## config.mk

```make
export PLATFORM = sky130hd
export DESIGN_NAME = lock_sequencer
export DESIGN_NICKNAME = d
export VERILOG_FILES = /design/src/rtl/lock_sequencer.sv
export SDC_FILE = /design/constraint.sdc
export NUM_CORES = 1
export LEC_CHECK = 0
export BUFFER_PORTS_ARGS = -buffer_cell sky130_fd_sc_hd__buf_2
export CELL_PAD_IN_SITES_DETAIL_PLACEMENT = 1
export CELL_PAD_IN_SITES_GLOBAL_PLACEMENT = 2
export CORE_AREA = 2 2 84 86
export CTS_CLUSTER_DIAMETER = 80
export DETAILED_ROUTE_END_ITERATION = 16
export DIE_AREA = 0 0 86 88
export PLACE_DENSITY = 0.91
export SLEW_MARGIN = 10
export SYNTH_ARGS = -nofsm -noshare
export SYNTH_HDL_FRONTEND = slang
export SYNTH_SLANG_ARGS = --single-unit
export TNS_END_PERCENT = 10
```

## constraint.sdc

```tcl
create_clock -name clk -period 4.89 [get_ports clk]
set_input_delay 0.489 -clock clk [delete_from_list [all_inputs] [get_ports clk]]
set_output_delay 0.489 -clock clk [all_outputs]
set_load 0.1 [all_outputs]
```

## src/rtl/lock_sequencer.sv

```systemverilog
// Combination-lock sequencer: per-digit BCD entry, attempt evaluation, fail counting and code reprogramming.
// Define LOCK_SEQUENCER_LOCKOUT_EN to add the timed LOCKOUT state after MAX_FAILS consecutive failures.
module lock_sequencer #(
    parameter int                      NUM_DIGITS     = 6,
    parameter logic [4*NUM_DIGITS-1:0] RESET_CODE     = 24'h722297,
    parameter int                      MAX_FAILS      = 3,
    parameter int                      LOCKOUT_CYCLES = 16
) (
    input  logic       clk,
    input  logic       rst,
    input  logic       digit_valid,
    input  logic [3:0] digit,
    input  logic       clear,
    input  logic       prog_req,
    output logic [2:0] status,
    output logic [2:0] digit_idx,
    output logic       unlocked,
    output logic       bad_digit,
    output logic [3:0] fail_cnt
);
    localparam int         CODE_W   = 4 * NUM_DIGITS;
    localparam int         SH_W     = CODE_W - 4;
    localparam logic [2:0] IDX_LAST = 3'(NUM_DIGITS - 1);
    localparam logic [3:0] FAIL_MAX = 4'(MAX_FAILS);

    typedef enum logic [2:0] {
        ST_ENTRY   = 3'd0,
        ST_OPEN    = 3'd1,
        ST_CLOSED  = 3'd2,
        ST_LOCKOUT = 3'd3,
        ST_PROG    = 3'd4
    } state_e;

    // Digit idx of the code, counted from the most significant nibble.
    function automatic logic [3:0] code_nibble(input logic [CODE_W-1:0] code, input logic [2:0] idx);
        logic [CODE_W-1:0] shifted;
        shifted = code >> (4 * (NUM_DIGITS - 1 - int'(idx)));
        return shifted[3:0];
    endfunction

    state_e            state_q;
    logic [2:0]        idx_q;
    logic [3:0]        fail_q;
    logic              bad_q;
    logic              unlocked_q;
    logic              mismatch_q;
    logic [CODE_W-1:0] code_q;
    logic [SH_W-1:0]   shadow_q;
`ifdef LOCK_SEQUENCER_LOCKOUT_EN
    localparam int              TMR_W     = $clog2(LOCKOUT_CYCLES + 1);
    localparam logic [TMR_W-1:0] TMR_LOAD = TMR_W'(LOCKOUT_CYCLES);
    logic [TMR_W-1:0]           timer_q;
`endif

    logic       digit_bad_s;
    logic       digit_miss_s;
    logic       last_digit_s;
    logic [3:0] fail_inc_s;

    assign digit_bad_s  = (digit > 4'd9);
    assign digit_miss_s = digit_bad_s || (digit != code_nibble(code_q, idx_q));
    assign last_digit_s = (idx_q == IDX_LAST);
    assign fail_inc_s   = (fail_q >= FAIL_MAX) ? FAIL_MAX : (fail_q + 4'd1);

    // Sequencer FSM with all outputs held in registers.
    always_ff @(posedge clk or posedge rst) begin
        if (rst) begin
            state_q    <= ST_ENTRY;
            idx_q      <= 3'd0;
            fail_q     <= 4'd0;
            bad_q      <= 1'b0;
            unlocked_q <= 1'b0;
            mismatch_q <= 1'b0;
            code_q     <= RESET_CODE;
            shadow_q   <= '0;
`ifdef LOCK_SEQUENCER_LOCKOUT_EN
            timer_q    <= '0;
`endif
        end else begin
            bad_q <= 1'b0;
            case (state_q)
                ST_ENTRY: begin
                    if (clear) begin
                        idx_q      <= 3'd0;
                        mismatch_q <= 1'b0;
                    end else if (digit_valid) begin
                        bad_q <= digit_bad_s;
                        if (last_digit_s) begin
                            idx_q      <= 3'd0;
                            mismatch_q <= 1'b0;
                            if (!(mismatch_q || digit_miss_s)) begin
                                state_q    <= ST_OPEN;
                                unlocked_q <= 1'b1;
                                fail_q     <= 4'd0;
`ifdef LOCK_SEQUENCER_LOCKOUT_EN
                            end else if ((fail_q + 4'd1) == FAIL_MAX) begin
                                state_q <= ST_LOCKOUT;
                                timer_q <= TMR_LOAD;
                                fail_q  <= FAIL_MAX;
`endif
                            end else begin
                                state_q <= ST_CLOSED;
                                fail_q  <= fail_inc_s;
                            end
                        end else begin
                            idx_q      <= idx_q + 3'd1;
                            mismatch_q <= mismatch_q || digit_miss_s;
                        end
                    end else begin
                        idx_q <= idx_q;
                    end
                end
                ST_OPEN: begin
                    if (clear) begin
                        state_q    <= ST_ENTRY;
                        unlocked_q <= 1'b0;
                    end else if (prog_req) begin
                        state_q    <= ST_PROG;
                        unlocked_q <= 1'b0;
                        idx_q      <= 3'd0;
                        shadow_q   <= '0;
                    end else begin
                        state_q <= ST_OPEN;
                    end
                end
                ST_CLOSED: begin
                    if (clear) begin
                        state_q <= ST_ENTRY;
                    end else begin
                        state_q <= ST_CLOSED;
                    end
                end
`ifdef LOCK_SEQUENCER_LOCKOUT_EN
                ST_LOCKOUT: begin
                    if (timer_q == TMR_W'(1)) begin
                        state_q <= ST_CLOSED;
                        fail_q  <= 4'd0;
                        timer_q <= '0;
                    end else begin
                        timer_q <= timer_q - TMR_W'(1);
                    end
                end
`endif
                ST_PROG: begin
                    // Any abort returns to OPEN with the stored code untouched.
                    if (clear) begin
                        state_q    <= ST_OPEN;
                        unlocked_q <= 1'b1;
                        idx_q      <= 3'd0;
                    end else if (digit_valid) begin
                        if (digit_bad_s) begin
                            bad_q      <= 1'b1;
                            state_q    <= ST_OPEN;
                            unlocked_q <= 1'b1;
                            idx_q      <= 3'd0;
                        end else if (last_digit_s) begin
                            code_q     <= {shadow_q, digit};
                            state_q    <= ST_OPEN;
                            unlocked_q <= 1'b1;
                            idx_q      <= 3'd0;
                        end else begin
                            shadow_q <= SH_W'({shadow_q, digit});
                            idx_q    <= idx_q + 3'd1;
                        end
                    end else begin
                        idx_q <= idx_q;
                    end
                end
                default: begin
                    state_q    <= ST_ENTRY;
                    idx_q      <= 3'd0;
                    unlocked_q <= 1'b0;
                    mismatch_q <= 1'b0;
                end
            endcase
        end
    end

    assign status    = state_q;
    assign digit_idx = idx_q;
    assign unlocked  = unlocked_q;
    assign bad_digit = bad_q;
    assign fail_cnt  = fail_q;

endmodule

```

==> key figures <==
Status
  • Status: finished clean

Setup path
  • Worst-path maximum fanout: 24
  • Buffers & Inverters on Critical Path: 0
  • CP top delay family: simple AND/OR/NAND/NOR gates
  • CP cell instances: nand2_1, nor2_1, nand3_1, mux2_2
  • Slowest CP cell: nand3_1
  • Kind of critical path: flip-flop to flip-flop
  • CP max stage delay: between 0.8 and 0.9 ns
  • FF-to-FF Start: digit_idx[0]$_DFFE_PP0P_
  • Worst setup SP type: flip-flop
  • Critical path origin: digit_idx[0]$_DFFE_PP0P_
  • CP endpoint kind: flip-flop
  • Flop2flop setup slack: 2.06 ns
  • CP required: around 5.1 ns
  • Critical path data arrival time: between 3 and 4 ns

Pwr
  • IR drop worst, VDD: 0.171 mV
  • Pwr Total: between 1000 and 1500 uW
  • Pwr dens: 356 nW/um^2
  • Pleak: 0.00147 uW

CTS
  • CTS tree: yes
  • CTS resizes: 0
  • CTS Buffer Depth: 2
  • Clock sink count: 57
  • Skew-Pair Late Insertion Delay: 0.33 ns
  • Clock-pin slew on the worst setup and hold paths: 0.07 ns
  • Number of CTS-inserted buffers: 9
  • Hold Buf Count CTS: 0
  • H-tree lvl count: 3
  • Root buffer cell: clkbuf_8
  • Post-CTS setup buffers: 0

Synthesis
  • Cells after Synth: 262
  • Post-synth top area share: 0.420
  • YS warnings: 0
  • Yosys top cell by area: dfrtp_1
  • Number of distinct library cells after synthesis: 38
  • Dominant cells by area after synthesis: dfrtp_1 (42%), dfstp_2 (11%), mux2_2 (9.5%), nand2_1 (7.8%), o21ai_0 (5.7%)
  • Syn avg cell area: 10.4 sq um
  • Yosys reg bits: 57
  • Mapped Area: 2740 sq um
  • Post-synthesis net count: 275
  • Sequential share of the synthesized area: 0.526

Floorplanning
  • Site row count: 30
  • Placeable Area: 6640 sq um
  • Die X: roughly 86 um
  • Initial core utilization: 0.412
  • Die area: 7570 sq um
  • Die Ht: 88 um
  • Top Ports: 21

Final layout
  • Ant diodes: 0
  • Nets: between 200 and 300
  • Fin area: 3100 sq um
  • Most common library cell in the layout ignoring fill and taps: nand2_1
  • Fin util: 0.467
  • Area of the multi-input gates: 1220 sq um
  • Most frequent cells in the layout: nand2_1 (57), dfrtp_1 (46), o21ai_0 (31), mux2_2 (23), buf_2 (20)
  • # fillers: 737
  • Layout Area Growth over Synthesis: 13.3%
  • FF+latch area: between 1000 and 1500 sq um
  • Fraction of layout cells with a size suffix above 1: 0.273

STA
  • Slew margin rel.: 0.227
  • Fin crit share: 0.578
  • Setup Skew: 0.00710 ns
  • RSZ-0062 raised after global routing: false
  • Max-slew violation count: 0
  • Final setup violation count: 0
  • Min Tclk post-route: 2.83 ns
  • Slew @ Worst Pin: about 1.2 ns
  • Achievable Freq: 354 MHz
  • Final Hold Viols: 0
  • Setup TNS: 0 ns

Route
  • Post-DRT Antenna Nets: 0
  • Drt initial violations: 93
  • Drt first pass iters: 4
  • DR WL/cell: 16.3 um
  • Final wirelength: approximately 6.0 mm
  • DRC errors left: 0
  • Via density: 5.43
  • Via Count: 1,987

Placed design
  • DP HPWL: 4.04 mm
  • Placed Area: 2890 sq um
  • IO buf count: 20
  • Placer Congestion: 0.798

Global routing
  • First-pass GRT wire length: around 10 mm
  • GRT overflow: 0
  • Number of global-route vias before repair: 2,101
  • Largest net degree at the start of global routing: between 50 and 60
  • Initial antenna violation count: 0
  • Gr usage total: 0.180

Worst hold path
  • Hold Crit Class: input port to asynchronous set/reset pin

Job
  • Max Cap Viol: 0
## report_power, final
part	leakage, uW	switching, uW	total [uW]	internal (uW)
Clock	0.000107	181	458	277
Sequential	0.000663	18.4	503	484
Combinational	0.000697	106	144	38.3
Total	0.00147	306	1110	799
## through the flow
step / setup slack, ns / instances / hold slack [ns]
floorplan: 1.90 / 262 / 0.446
detailed placement: 1.99 / 350 / 0.475
CTS: 1.95 / 366 / 0.378
finish: 2.06 / 366 / 0.348
global placement: 2.11 / 350 / 0.463
global route: 1.82 / 366 / 0.428
## registers in the layout (all words and copies together), names as in the netlist
signal / cells
status: 3
code_q: 24
shadow_q: 20
digit_idx: 3
fail_cnt: 4
mismatch_q: 1
bad_digit: 1
unlocked: 1
## logic make-up after synthesis
kind of cell,Yosys count,share of synthesized area
XOR/XNOR,3,0.00960
buffers and inverters,19,0.0302
AO/OA/AOI/OAI,51,0.110
adder cells (fa/ha/maj),4,0.0183
AND/OR/NAND/NOR,95,0.158
multiplexers,33,0.148
flip-flops,57,0.526
## metal layers
layer  vias to the layer above  wire, um  GRT usage  part of all wire
li1                        948         -          -                 -
met1                      1005      2640      0.221              0.44
met2                        30      3090      0.311              0.52
met3                         4       181     0.0462             0.030
met4                         0        53     0.0563            0.0089
met5                         -         0          0                 0
## worst register-to-register path, delay by kind of cell, from the launching register on
kind / cells / cell delay, ns
and+or+nand+nor: 3 / 1.33
DFF: 1 / 0.75
muxes: 1 / 0.62
## area by class of cell
| cell class | instances | area share |
|---|---|---|
| multi-input combinational | 186 | 0.393 |
| inverter | 5 | 0.00605 |
| sequential | 57 | 0.464 |
| clock buffer | 14 | 0.0557 |
| timing repair buffer | 22 | 0.0371 |
| tap | 80 | 0.0323 |
| clock inverter | 2 | 0.0113 |
## cell usage after synthesis, drive strengths merged
master,count
or3b,1
nor3,8
dfstp,11
mux2,24
nor2b,1
o41ai,1
a311oi,1
xnor2,3
mux2i,6
inv,5
a21o,2
o211a,1
nor4,4
and2,3
a21oi,8
o311a,1
nand3,4
nor3b,2
buf,4
a2111oi,1
o21a,1
ha,4
nand3b,1
nor4b,1
dfrtp,46
nand2b,1
o31ai,3
a21bo,1
clkbuf,10
nand2,57
o21ai,31
nor2,12
mux4,3
## final timing paths
| path | to | cells past startpoint |
|---|---|---|
| min in group clk | shadow_q[0]$_DFFE_PP0P_ | 3 |
| hold / removal | shadow_q[1]$_DFFE_PP0P_ | 3 |
| setup / recovery | code_q[15]$_DFFE_PP0P_ | 4 |
| setup reg to reg | code_q[15]$_DFFE_PP0P_ | 4 |
| max in group asynchronous | code_q[16]$_DFFE_PP0P_ | 3 |
| hold reg to reg | shadow_q[18]$_DFFE_PP0P_ | 2 |
(Power assumes the default switching activity.)
